File: config.mk
export PLATFORM = sky130hd
export DESIGN_NAME = frame_seq_ctrl
export DESIGN_NICKNAME = d
export VERILOG_FILES = /design/src/rtl/frame_seq_pkg.sv /design/src/rtl/raster_counter.sv /design/src/rtl/frame_seq_ctrl.sv
export SDC_FILE = /design/constraint.sdc
export NUM_CORES = 1
export LEC_CHECK = 0
export BUFFER_PORTS_ARGS = -buffer_cell sky130_fd_sc_hd__buf_4
export CAP_MARGIN = 20
export CORE_MARGIN = 3
export CORE_UTILIZATION = 25
export CTS_BUF_LIST = sky130_fd_sc_hd__clkbuf_8
export CTS_CLUSTER_DIAMETER = 50
export DETAILED_ROUTE_END_ITERATION = 16
export SETUP_SLACK_MARGIN = 0.4
export SLEW_MARGIN = 20
export SYNTH_ARGS = -nofsm -noshare
export SYNTH_HDL_FRONTEND = slang
export SYNTH_SLANG_ARGS = --single-unit
File: constraint.sdc
create_clock -name clk -period 5.1 [get_ports clk]
set_input_delay 0.51 -clock clk [delete_from_list [all_inputs] [get_ports clk]]
set_output_delay 0.51 -clock clk [all_outputs]
set_load 0.005 [all_outputs]
File: src/rtl/frame_seq_pkg.sv
// Shared types and default raster geometry for the frame sequencer.
package frame_seq_pkg;

    typedef enum logic [1:0] {
        IDLE     = 2'd0,
        RUN      = 2'd1,
        STOPPING = 2'd2
    } state_t;

    localparam int          DEF_H_DISP   = 320;
    localparam int          DEF_V_DISP   = 240;
    localparam int          DEF_WIDTH    = 400;
    localparam int          DEF_HEIGHT   = 300;
    localparam int          DEF_ADDR_W   = 26;
    localparam int unsigned DEF_MAX_ADDR = 46233599;

endpackage

File: src/rtl/raster_counter.sv
// Horizontal/vertical raster position counters; frame_end flags the last clock of a frame.
module raster_counter #(
    parameter int WIDTH  = 400,
    parameter int HEIGHT = 300,
    parameter int HW     = $clog2(WIDTH + 1),
    parameter int VW     = $clog2(HEIGHT + 1)
) (
    input  logic          clk,
    input  logic          rst,
    input  logic          en,
    output logic [HW-1:0] h_count,
    output logic [VW-1:0] v_count,
    output logic          frame_end
);

    logic h_last;
    logic v_last;

    assign h_last    = (h_count == HW'(WIDTH - 1));
    assign v_last    = (v_count == VW'(HEIGHT - 1));
    assign frame_end = en && h_last && v_last;

    always_ff @(posedge clk or negedge rst) begin
        if (!rst) begin
            h_count <= '0;
            v_count <= '0;
        end else if (en) begin
            if (h_last) begin
                h_count <= '0;
                v_count <= v_last ? '0 : v_count + 1'b1;
            end else begin
                h_count <= h_count + 1'b1;
            end
        end
    end

endmodule

File: src/rtl/frame_seq_ctrl.sv
// Frame sequencer: runs N frames (or until stopped) of raster scan, issuing pixel-store reads.
module frame_seq_ctrl
    import frame_seq_pkg::*;
#(
    parameter int          H_DISP   = DEF_H_DISP,
    parameter int          V_DISP   = DEF_V_DISP,
    parameter int          WIDTH    = DEF_WIDTH,
    parameter int          HEIGHT   = DEF_HEIGHT,
    parameter int          ADDR_W   = DEF_ADDR_W,
    parameter int unsigned MAX_ADDR = DEF_MAX_ADDR
) (
    input  logic                            clk,
    input  logic                            rst,
    input  logic                            start,
    input  logic                            stop_req,
    input  logic [15:0]                     n_frames,
    output logic [$clog2(WIDTH + 1)-1:0]    h_count,
    output logic [$clog2(HEIGHT + 1)-1:0]   v_count,
    output logic                            sync_flag,
    output logic                            rd_en,
    output logic [ADDR_W-1:0]               rd_addr,
    output logic                            pix_valid,
    output logic                            frame_start,
    output logic [15:0]                     frame_idx,
    output logic                            busy,
    output logic                            done
);

    localparam int HW = $clog2(WIDTH + 1);
    localparam int VW = $clog2(HEIGHT + 1);

    state_t      state, state_nxt;
    logic [15:0] n_lat;
    logic        frame_end;
    logic        latch;
    logic        fs_nxt;
    logic        done_nxt;

    raster_counter #(
        .WIDTH  (WIDTH),
        .HEIGHT (HEIGHT),
        .HW     (HW),
        .VW     (VW)
    ) u_raster (
        .clk       (clk),
        .rst       (rst),
        .en        (busy),
        .h_count   (h_count),
        .v_count   (v_count),
        .frame_end (frame_end)
    );

    assign busy      = (state != IDLE);
    assign sync_flag = !busy || (h_count >= HW'(H_DISP)) || (v_count >= VW'(V_DISP));
    assign rd_en     = busy && !sync_flag;

    // A stop request landing on the frame-end clock finishes now instead of detouring via STOPPING.
    always_comb begin
        state_nxt = state;
        latch     = 1'b0;
        fs_nxt    = 1'b0;
        done_nxt  = 1'b0;
        case (state)
            IDLE: begin
                if (start) begin
                    state_nxt = RUN;
                    latch     = 1'b1;
                    fs_nxt    = 1'b1;
                end
            end
            RUN: begin
                if (frame_end) begin
                    if (stop_req || (n_lat != 16'd0 && frame_idx == n_lat)) begin
                        state_nxt = IDLE;
                        done_nxt  = 1'b1;
                    end else begin
                        fs_nxt = 1'b1;
                    end
                end else if (stop_req) begin
                    state_nxt = STOPPING;
                end
            end
            STOPPING: begin
                if (frame_end) begin
                    state_nxt = IDLE;
                    done_nxt  = 1'b1;
                end
            end
            default: state_nxt = IDLE;
        endcase
    end

    always_ff @(posedge clk or negedge rst) begin
        if (!rst) begin
            state       <= IDLE;
            n_lat       <= '0;
            frame_idx   <= '0;
            frame_start <= 1'b0;
            done        <= 1'b0;
        end else begin
            state       <= state_nxt;
            frame_start <= fs_nxt;
            done        <= done_nxt;
            if (latch) n_lat <= n_frames;
            // frame_idx counts frames started, so the first frame reads as 1.
            if (latch)       frame_idx <= 16'd1;
            else if (fs_nxt) frame_idx <= frame_idx + 16'd1;
        end
    end

    always_ff @(posedge clk or negedge rst) begin
        if (!rst) begin
            rd_addr   <= '0;
            pix_valid <= 1'b0;
        end else begin
            pix_valid <= rd_en;
            if (rd_en) rd_addr <= (rd_addr == ADDR_W'(MAX_ADDR)) ? '0 : rd_addr + 1'b1;
        end
    end

endmodule

==> impl_metrics.env, run 1 <==
export IMPL_status="completed"
export IMPL_syn2layout_area_growth_pct=25.3
export IMPL_clk_insertion_delay_late_ns=0.37
export IMPL_clk_pin_slew_ns=0.08
export IMPL_worst_setup_path_type="flip-flop to flip-flop"
export IMPL_slowest_delay_ns=0.58
export IMPL_top_layer_used="met4"
export IMPL_ioPinCount=86
export IMPL_clock_power_share_pct=24.2
export IMPL_synth_distinct_cells=42
export IMPL_synth_edf_count=0
export IMPL_drc=0
export IMPL_synth_warnings=0
export IMPL_r2r_start="state[0]"
export IMPL_portBuffers=85
export IMPL_slew_viol_final=0
export IMPL_final_setup_viol_count=0
export IMPL_clk_path_buf_depth=2
export IMPL_r2r_slack_ns=2.21
export IMPL_cts_sinks=81
export IMPL_cp_arrival_ns=3.18
export IMPL_reg2reg_to="rd_addr[23]"
export IMPL_wl_mm=10.9
export IMPL_row_count=46
export IMPL_slew_headroom_pct=36.2
export IMPL_setup_slack_ns=2.21
export IMPL_cts_setup_buffers=0
export IMPL_async_reset_ff_share_pct=100
export IMPL_root_buffer="clkbuf_8"
export IMPL_synth_main_ff_cell="dfrtp_1"
export IMPL_drt_iter0_drc=215
export IMPL_multi_input_area_um2=2000
export IMPL_finalSetupTns_ns=0
export IMPL_rsz0062_at_grt="no"
export IMPL_initial_core_util_pct=25.9
export IMPL_fillCellCount=1665
export IMPL_ys_seq_elements=81
export IMPL_vias=3579
export IMPL_met2WireLength_mm=5.53
export IMPL_wl_met3_um=573
export IMPL_grt_pass1_wl_mm=18.3
export IMPL_power_switching_mw=0.709
export IMPL_core_area_um2=16100
export IMPL_grt_max_degree=82
export IMPL_die_h_um=135
export IMPL_netlist_area_um2=4150
export IMPL_vias_per_cell=4.78
export IMPL_antenna_found_initial=0
export IMPL_drtAntennaViolNets=0
export IMPL_internal_power_mw=1.26
export IMPL_ctsResizeCount=0
export IMPL_endpoint_kind="flip-flop"
export IMPL_min_period_ns=2.89
export IMPL_grt_usage_pct=12.5
export IMPL_max_freq_mhz=346
export IMPL_syn_area_per_cell_um2=9.38
export IMPL_finish_net_count=557
export IMPL_grt_pass1_vias=3551
export IMPL_worstPathMaxFanout=10
export IMPL_hpwl_mm=8.10
export IMPL_routedWlPerCell_um=14.6
export IMPL_htree_levels=3
export IMPL_die_area_um2=18200
export IMPL_power_frac_comb_pct=29.5
export IMPL_crit_slowest_cell="or4_1"
export IMPL_cts_tree="built"
export IMPL_cp_start_kind="flip-flop"
export IMPL_worst_endpoint_required_ns=5.39
export IMPL_grt_overflow=0
export IMPL_register_area_um2=2030
export IMPL_hold_viol=0
export IMPL_hp_class="input pin to async pin"
export IMPL_drv_cap=0
export IMPL_n_antenna_cell=0
export IMPL_p_seq_share_pct=46.4
export IMPL_die_x_um=135
export IMPL_powerDensity_nw_per_um2=377
export IMPL_pre_cts_slack_ns=2.23
export IMPL_drive_above_1_share_pct=20.1
export IMPL_holdBufCountCts=0
export IMPL_dr_pass1_iters=4
export IMPL_place_congestion=0.867
export IMPL_crit_chain="inv_1, ha_1, nor2_1, and3_1, inv_6, or3_4, or4_1, or3_1, a21oi_1"
export IMPL_cts_buffers=9
export IMPL_synth_cells=443
export IMPL_wl_met1_mm=4.60
export IMPL_worst_pin_slew_ns=0.957
export IMPL_min_period_over_period_pct=56.7
export IMPL_leakage_nw=2.44
export IMPL_syn_num_nets=473
export IMPL_fin_worst_skew_ns=0.0108
export IMPL_ir_drop_mv=0.117
export IMPL_ys_seq_area_share_pct=48.8
export IMPL_p_sw_share_pct=36.1
export IMPL_r2r_cells=9
-- how the worst max path moves through the flow --
stage / startpoint / end / cells after the start
after detailed placement: state[1] / rd_addr[25] / 9
after CTS: state[1] / rd_addr[25] / 9
after global placement: state[0] / frame_idx[11] / 8
after global routing: state[1] / rd_addr[25] / 9
final: state[0] / rd_addr[23] / 9
after floorplan: state[0] / rd_addr[23] / 12
-- metrics by stage --
stage,power [mW],cells,area (µm²),hold WS [ns],util [%]
floorplan,1.27,443,4150,0.214,-
global placement,1.49,731,5000,0.506,31.1
detailed placement,1.52,732,5010,0.517,31.2
CTS,2.01,748,5200,0.295,32.4
global route,2.12,748,5210,0.253,32.4
finish,1.97,748,5210,0.164,32.4
-- sequential cells by signal, indices dropped and copies added, names as in the netlist --
| signal | flops |
|---|---|
| n_lat | 16 |
| done | 1 |
| state | 2 |
| u_raster.h_count | 9 |
| frame_start | 1 |
| rd_addr | 26 |
| frame_idx | 16 |
| pix_valid | 1 |
| u_raster.v_count | 9 |
-- per-layer routing --
layer	track usage, %	vias up
met5	0	-
met4	5.54	0
met3	3.43	19
met2	21.0	84
met1	15.1	1752
li1	-	1724
-- cell families (layout without fill, tap and decap cells) --
group	Yosys count	in the layout	synth area share (%)
and+or+nand+nor	222	222	26.6
DFF	81	81	48.8
AOI/OAI and AO/OA	51	51	7.50
xor gates and xnor gates	42	42	8.86
buffers and inverters	28	117	3.04
adders and majority gates	10	10	3.01
muxes	9	9	2.23
-- cell usage in the layout, fill, tap and decap left out, drive strengths merged, types with 9 or more instances in the layout --
cell type  netlist  final
buf              3     87
nand2           86     86
dfrtp           81     81
nor2            31     31
xor2            29     29
nand4           23     23
nand3           20     20
o21ai           18     18
inv             14     16
a21oi           15     15
xnor2           13     13
nor4            12     12
or3             11     11
ha              10     10
clkbuf          11      9
-- layout make-up --
class                           instances  share of cell area, %
Clock buffer                            9                   2.38
Multi-Input combinational cell        334                   38.4
Sequential cell                        81                   38.9
Tap cell                              216                   5.19
Clock inverter                          7                   1.35
Timing Repair Buffer                   87                   12.6
Inverter                               14                   1.11
-- cells in the mapped netlist (7+ instances only) --
cell | number | share of area, %
nor3_1 | 7 | 0.84
o21ai_0 | 16 | 1.9
or3_1 | 10 | 1.5
inv_1 | 13 | 1.2
a21oi_1 | 15 | 1.8
nand3_1 | 20 | 2.4
clkbuf_1 | 11 | 0.99
ha_1 | 10 | 3.0
mux2i_1 | 7 | 1.7
dfrtp_1 | 81 | 49
xnor2_1 | 13 | 2.7
nor2_1 | 31 | 2.8
nor4_1 | 12 | 1.8
nand4_1 | 23 | 3.5
nand2_1 | 86 | 7.8
xor2_1 | 29 | 6.1
-- critical path, delay by kind of cell, from the launching register on --
family | cells | cell delay (ns)
simple gates | 5 | 1.80
flops | 1 | 0.39
fa+ha+maj | 1 | 0.31
buf+inv | 2 | 0.17
compound gates | 1 | 0.14
-- power groups by stage --
stage / logic, mW / registers, mW / clock network, mW
finish: 0.579 / 0.911 / 0.475
global route: 0.667 / 0.932 / 0.523
CTS: 0.595 / 0.912 / 0.501
detailed placement: 0.590 / 0.925 / 0
global placement: 0.570 / 0.920 / 0
floorplan: 0.382 / 0.893 / 0
Power figures use the tool's default switching activity.
==> run 2, diff against run 1 <==
clock period = 2.4 ns   (was 5.1 ns; I/O delays follow)
==> run 2 against run 1 <==
Cell count rose by 8.6%. Non-clock buffer count rose by 64. Sequential cell count did not move. Combinational power rose to 2.6 times the previous value. Clock skew fell by 0.00089 ns. Fmax rose by 25%.
==> impl_metrics.env, run 2 (synthesis gave the netlist of run 1 again) <==
export IMPL_status="completed"
export IMPL_max_flop_register="rd_addr"
export IMPL_worstPathMaxFanout=4
export IMPL_final_cells=812
export IMPL_antenna_found_initial=0
export IMPL_grt_busiest_layer="met2"
export IMPL_grt_pass1_wl_mm=19.5
export IMPL_routedWlPerCell_um=14.8
export IMPL_drc=0
export IMPL_clk_pin_slew_ns=0.09
export IMPL_holdWs_ns=0.0450
export IMPL_leakage_nw=2.80
export IMPL_grt_usage_pct=13.5
export IMPL_min_period_ns=2.32
export IMPL_dp_cells=777
export IMPL_clk_insertion_delay_late_ns=0.38
export IMPL_slew_viol_final=0
export IMPL_setup_slack_ns=0.0842
export IMPL_grt_use_met1_pct=16.3
export IMPL_die_h_um=135
export IMPL_layout_common_cells="buf_4 (142), nand2_1 (85), dfrtp_1 (78), xor2_1 (29), nor2_1 (24)"
export IMPL_n_antenna_cell=0
export IMPL_root_buffer="clkbuf_8"
export IMPL_placed_area_um2=5390
export IMPL_worst_setup_path_type="flip-flop to flip-flop"
export IMPL_endpoint_kind="flip-flop"
export IMPL_worst_endpoint_required_ns=2.70
export IMPL_critPathBufInv=2
export IMPL_grt_pass1_vias=3898
export IMPL_place_congestion=0.838
export IMPL_drtAntennaViolNets=0
export IMPL_final_setup_viol_count=0
export IMPL_worst_pin_slew_ns=0.834
export IMPL_cp_arrival_ns=2.62
export IMPL_clk_path_buf_depth=2
export IMPL_cp_start_kind="flip-flop"
export IMPL_pre_cts_slack_ns=0.00333
export IMPL_met3_usage_pct=3.28
export IMPL_core_area_um2=16100
export IMPL_mostFrequentLayoutCell="buf_4"
export IMPL_crit_slowest_cell="or4_4"
export IMPL_r2r_slack_ns=0.08
export IMPL_wl_mm=12.1
export IMPL_use_met2_pct=23.3
export IMPL_die_x_um=135
export IMPL_htree_levels=3
export IMPL_crit_chain="inv_2, ha_4, nor2_2, and3_4, inv_6, or3_4, or4_4, or3_1, a21oi_2"
export IMPL_ir_drop_mv=0.405
export IMPL_max_freq_mhz=432
export IMPL_cts_tree="built"
export IMPL_powerDensity_nw_per_um2=749
export IMPL_cts_buffers=9
export IMPL_min_period_over_period_pct=96.5
export IMPL_cpLargestDelayFamily="simple AND/OR/NAND/NOR gates"
export IMPL_row_count=46
export IMPL_slowest_delay_ns=0.51
export IMPL_drive_above_1_share_pct=34.9
export IMPL_drv_cap=0
export IMPL_finalSetupTns_ns=0
export IMPL_slew_headroom_pct=44.4
export IMPL_drt_iter0_drc=269
export IMPL_fin_util_pct=37.1
export IMPL_die_area_um2=18200
export IMPL_grt_max_degree=43
export IMPL_vias=3827
export IMPL_finalPower_mw=4.46
export IMPL_ioPinCount=86
export IMPL_largest_register_ffs=26
export IMPL_hp_class="input pin to flip-flop"
export IMPL_fin_area_um2=5960
export IMPL_fin_worst_skew_ns=0.00992
export IMPL_hpwl_mm=8.69
export IMPL_vias_per_cell=4.71
export IMPL_portBuffers=85
export IMPL_grt_overflow=0
export IMPL_hold_viol=0
export IMPL_dr_pass1_iters=4
export IMPL_top_regs="rd_addr: 26 flops, frame_idx: 16 flops, n_lat: 16 flops"
export IMPL_rsz0062_at_grt="yes"
export IMPL_cts_sinks=81
export IMPL_initial_core_util_pct=25.9
export IMPL_finish_net_count=621
export IMPL_syn2layout_area_growth_pct=43.5
==> run 2: final timing paths <==
kind                                   from          end  cells past startpoint
worst max-delay path               state[1]  rd_addr[25]                      9
worst min-delay path            n_frames[3]     n_lat[3]                      3
worst max register to register     state[1]  rd_addr[25]                      9
worst min register to register   rd_addr[4]   rd_addr[4]                      1
max in group asynchronous               rst   rd_addr[6]                      3
min in group asynchronous               rst    n_lat[14]                      2
==> run 2: layout make-up <==
cell class | count | area [µm²]
Tap cell | 216 | 270
Multi-Input combinational cell | 334 | 2230
Sequential cell | 81 | 2030
Inverter | 14 | 57.6
Clock buffer | 9 | 124
Clock inverter | 7 | 70.1
Fill cell | 1618 | 10100
Timing Repair Buffer | 151 | 1170
==> run 2: timing repair <==
action,in CTS,in global routing
buffers inserted,14,4
hold endpoints to repair,39,0
hold buffers,1,0
pin swaps,8,11
gates resized for setup,26,27
setup endpoints to repair,24,43
==> run 2: power breakdown <==
| group | total (mW) | leakage [nW] | internal, mW | switching (mW) |
|---|---|---|---|---|
| clock network | 1.03 | 0.0931 | 0.479 | 0.549 |
| registers | 1.92 | 1.07 | 1.63 | 0.284 |
| logic | 1.52 | 1.63 | 0.733 | 0.785 |
==> run 2: per-layer routing <==
metal | share of wire [%] | up-vias
met1 | 43 | 1888
met2 | 51 | 76
met3 | 4.0 | 23
li1 | - | 1840
met4 | 2.0 | 0
met5 | 0 | -
==> run 2: worst register-to-register path: stages, from the launching register on <==
cell and delay (ns):
dfrtp_1 0.38, inv_2 0.06, ha_4 0.15, nor2_2 0.07, and3_4 0.21, inv_6 0.03
or3_4 0.38, or4_4 0.51, or3_1 0.33, a21oi_2 0.13
==> run 3, diff against run 2 <==
ABC_CLOCK_PERIOD_IN_PS = 2400   (was unset)
CORE_UTILIZATION = 51   (was 25)
PLACE_DENSITY = 0.78   (was unset)
==> run 3 against run 2 <==
Global-route usage grew 10 points. Cell count shrank 16%. Largest power group unchanged. Sequential share of layout area grew 0.82 points.
==> impl_metrics.env, run 3 (synthesis gave the netlist of run 1 again) <==
export IMPL_status="completed"
export IMPL_grt_pass1_vias=3583
export IMPL_powerDensity_nw_per_um2=784
export IMPL_die_x_um=96.3
export IMPL_row_count=32
export IMPL_core_area_um2=7810
export IMPL_finalPower_mw=4.56
export IMPL_grt_pass1_wl_mm=17.2
export IMPL_dp_cells=646
export IMPL_drtAntennaViolNets=0
export IMPL_dr_pass1_iters=5
export IMPL_grt_overflow=0
export IMPL_die_h_um=96.3
export IMPL_wl_mm=12.1
export IMPL_fillCellCount=529
export IMPL_cts_tree="built"
export IMPL_vias=3992
export IMPL_clk_path_buf_depth=2
export IMPL_cp_start_kind="flip-flop"
export IMPL_clk_pin_slew_ns=0.09
export IMPL_drt_iter0_drc=248
export IMPL_rsz0062_at_grt="yes"
export IMPL_top_regs="rd_addr: 26 flops, frame_idx: 16 flops, n_lat: 16 flops"
export IMPL_cts_buffers=9
export IMPL_drc=0
export IMPL_finalSetupTns_ns=0
export IMPL_worstPathMaxFanout=6
export IMPL_vias_per_cell=5.84
export IMPL_portBuffers=85
export IMPL_hold_viol=0
export IMPL_mostFrequentLayoutCell="buf_4"
export IMPL_final_cells=684
export IMPL_leakage_nw=2.77
export IMPL_worst_setup_path_type="flip-flop to flip-flop"
export IMPL_endpoint_kind="flip-flop"
export IMPL_grt_max_degree=44
export IMPL_fin_area_um2=5820
export IMPL_hold_depth=3
export IMPL_place_congestion=0.845
export IMPL_hp_class="input pin to flip-flop"
export IMPL_largest_register_ffs=26
export IMPL_cts_sinks=81
export IMPL_worst_pin_slew_ns=0.727
export IMPL_slew_headroom_pct=51.4
export IMPL_hpwl_mm=7.51
export IMPL_fin_worst_skew_ns=0.0104
export IMPL_r2r_cells=8
export IMPL_syn2layout_area_growth_pct=40.1
export IMPL_cp_arrival_ns=2.61
export IMPL_multi_input_area_um2=2340
export IMPL_routedWlPerCell_um=17.6
export IMPL_holdWs_ns=0.0777
export IMPL_worst_endpoint_required_ns=2.67
export IMPL_clk_insertion_delay_late_ns=0.35
export IMPL_grt_usage_pct=23.7
export IMPL_register_area_um2=2030
export IMPL_root_buffer="clkbuf_8"
export IMPL_n_antenna_cell=0
export IMPL_drv_cap=0
export IMPL_min_period_ns=2.35
export IMPL_die_area_um2=9260
export IMPL_layout_common_cells="buf_4 (127), nand2_1 (84), dfrtp_1 (78), xor2_1 (27), nor2_1 (26)"
export IMPL_finish_net_count=607
export IMPL_max_freq_mhz=426
export IMPL_initial_core_util_pct=53.2
export IMPL_ioPinCount=86
export IMPL_min_period_over_period_pct=97.8
export IMPL_antenna_found_initial=0
export IMPL_final_setup_viol_count=0
export IMPL_slew_viol_final=0
export IMPL_ir_drop_mv=0.603
export IMPL_drive_above_1_share_pct=35.9
export IMPL_placed_area_um2=5120
export IMPL_max_flop_register="rd_addr"
export IMPL_htree_levels=3
run 3: changes by cell type in the layout (fill, tap and decap cells not counted), sizes merged:
cell,before,now
buf,150,136
clkinv,1,3
clkinvlp,3,1
run 3: critical path, stage by stage (launching register included):
cell and delay [ns]:
dfrtp_1 0.38, inv_2 0.07, ha_4 0.17, buf_6 0.12, and4b_1 0.29, nand3_2 0.12, or4_4 0.66, nor4_4 0.22
mux2i_1 0.24
run 3: path summary, 6_finish.rpt:
| path | startpoint | to | slack (ns) |
|---|---|---|---|
| worst max-delay path | state[0] | frame_idx[14] | 0.05 |
| worst min-delay path | n_frames[15] | n_lat[15] | 0.08 |
| worst max register to register | state[0] | frame_idx[14] | 0.05 |
| worst min register to register | rd_addr[6] | rd_addr[6] | 0.52 |
| max in group asynchronous | rst | rd_addr[5] | 1.37 |
| min in group asynchronous | rst | rd_addr[20] | 0.40 |
run 3: per-layer routing:
metal | track usage [%] | vias to the layer above | share of wire [%]
met2 | 38.7 | 164 | 51
li1 | - | 1828 | -
met3 | 3.52 | 30 | 5.4
met4 | 7.58 | 0 | 2.8
met5 | 0 | - | 0
met1 | 32.4 | 1970 | 41
run 3: what timing repair did:
action,4_1_cts,5_1_grt
buffers inserted,9,12
endpoints found under the hold margin,38,0
setup endpoints to repair,26,35
resized for setup,14,61
hold buffers,1,0
pin swaps,5,20
run 3: layout make-up:
cell class / instances / area share, %
Multi-Input combinational cell: 334 / 40.2
Sequential cell: 81 / 34.9
Timing Repair Buffer: 137 / 18.5
Tap cell: 102 / 2.19
Clock buffer: 9 / 2.13
Clock inverter: 7 / 1.10
Inverter: 14 / 0.989
run 3: stage by stage:
stage | utilization, % | worst slack, ns
floorplan | - | -0.130
global placement | 65.6 | 0.0814
detailed placement | 65.6 | 0.0198
CTS | 69.9 | 0.117
global route | 74.5 | -0.00560
finish | 74.5 | 0.0532
run 3: power breakdown:
group	switching, mW	total, mW	internal [mW]
Combinational	0.860	1.65	0.787
Clock	0.510	0.983	0.472
Sequential	0.300	1.93	1.63
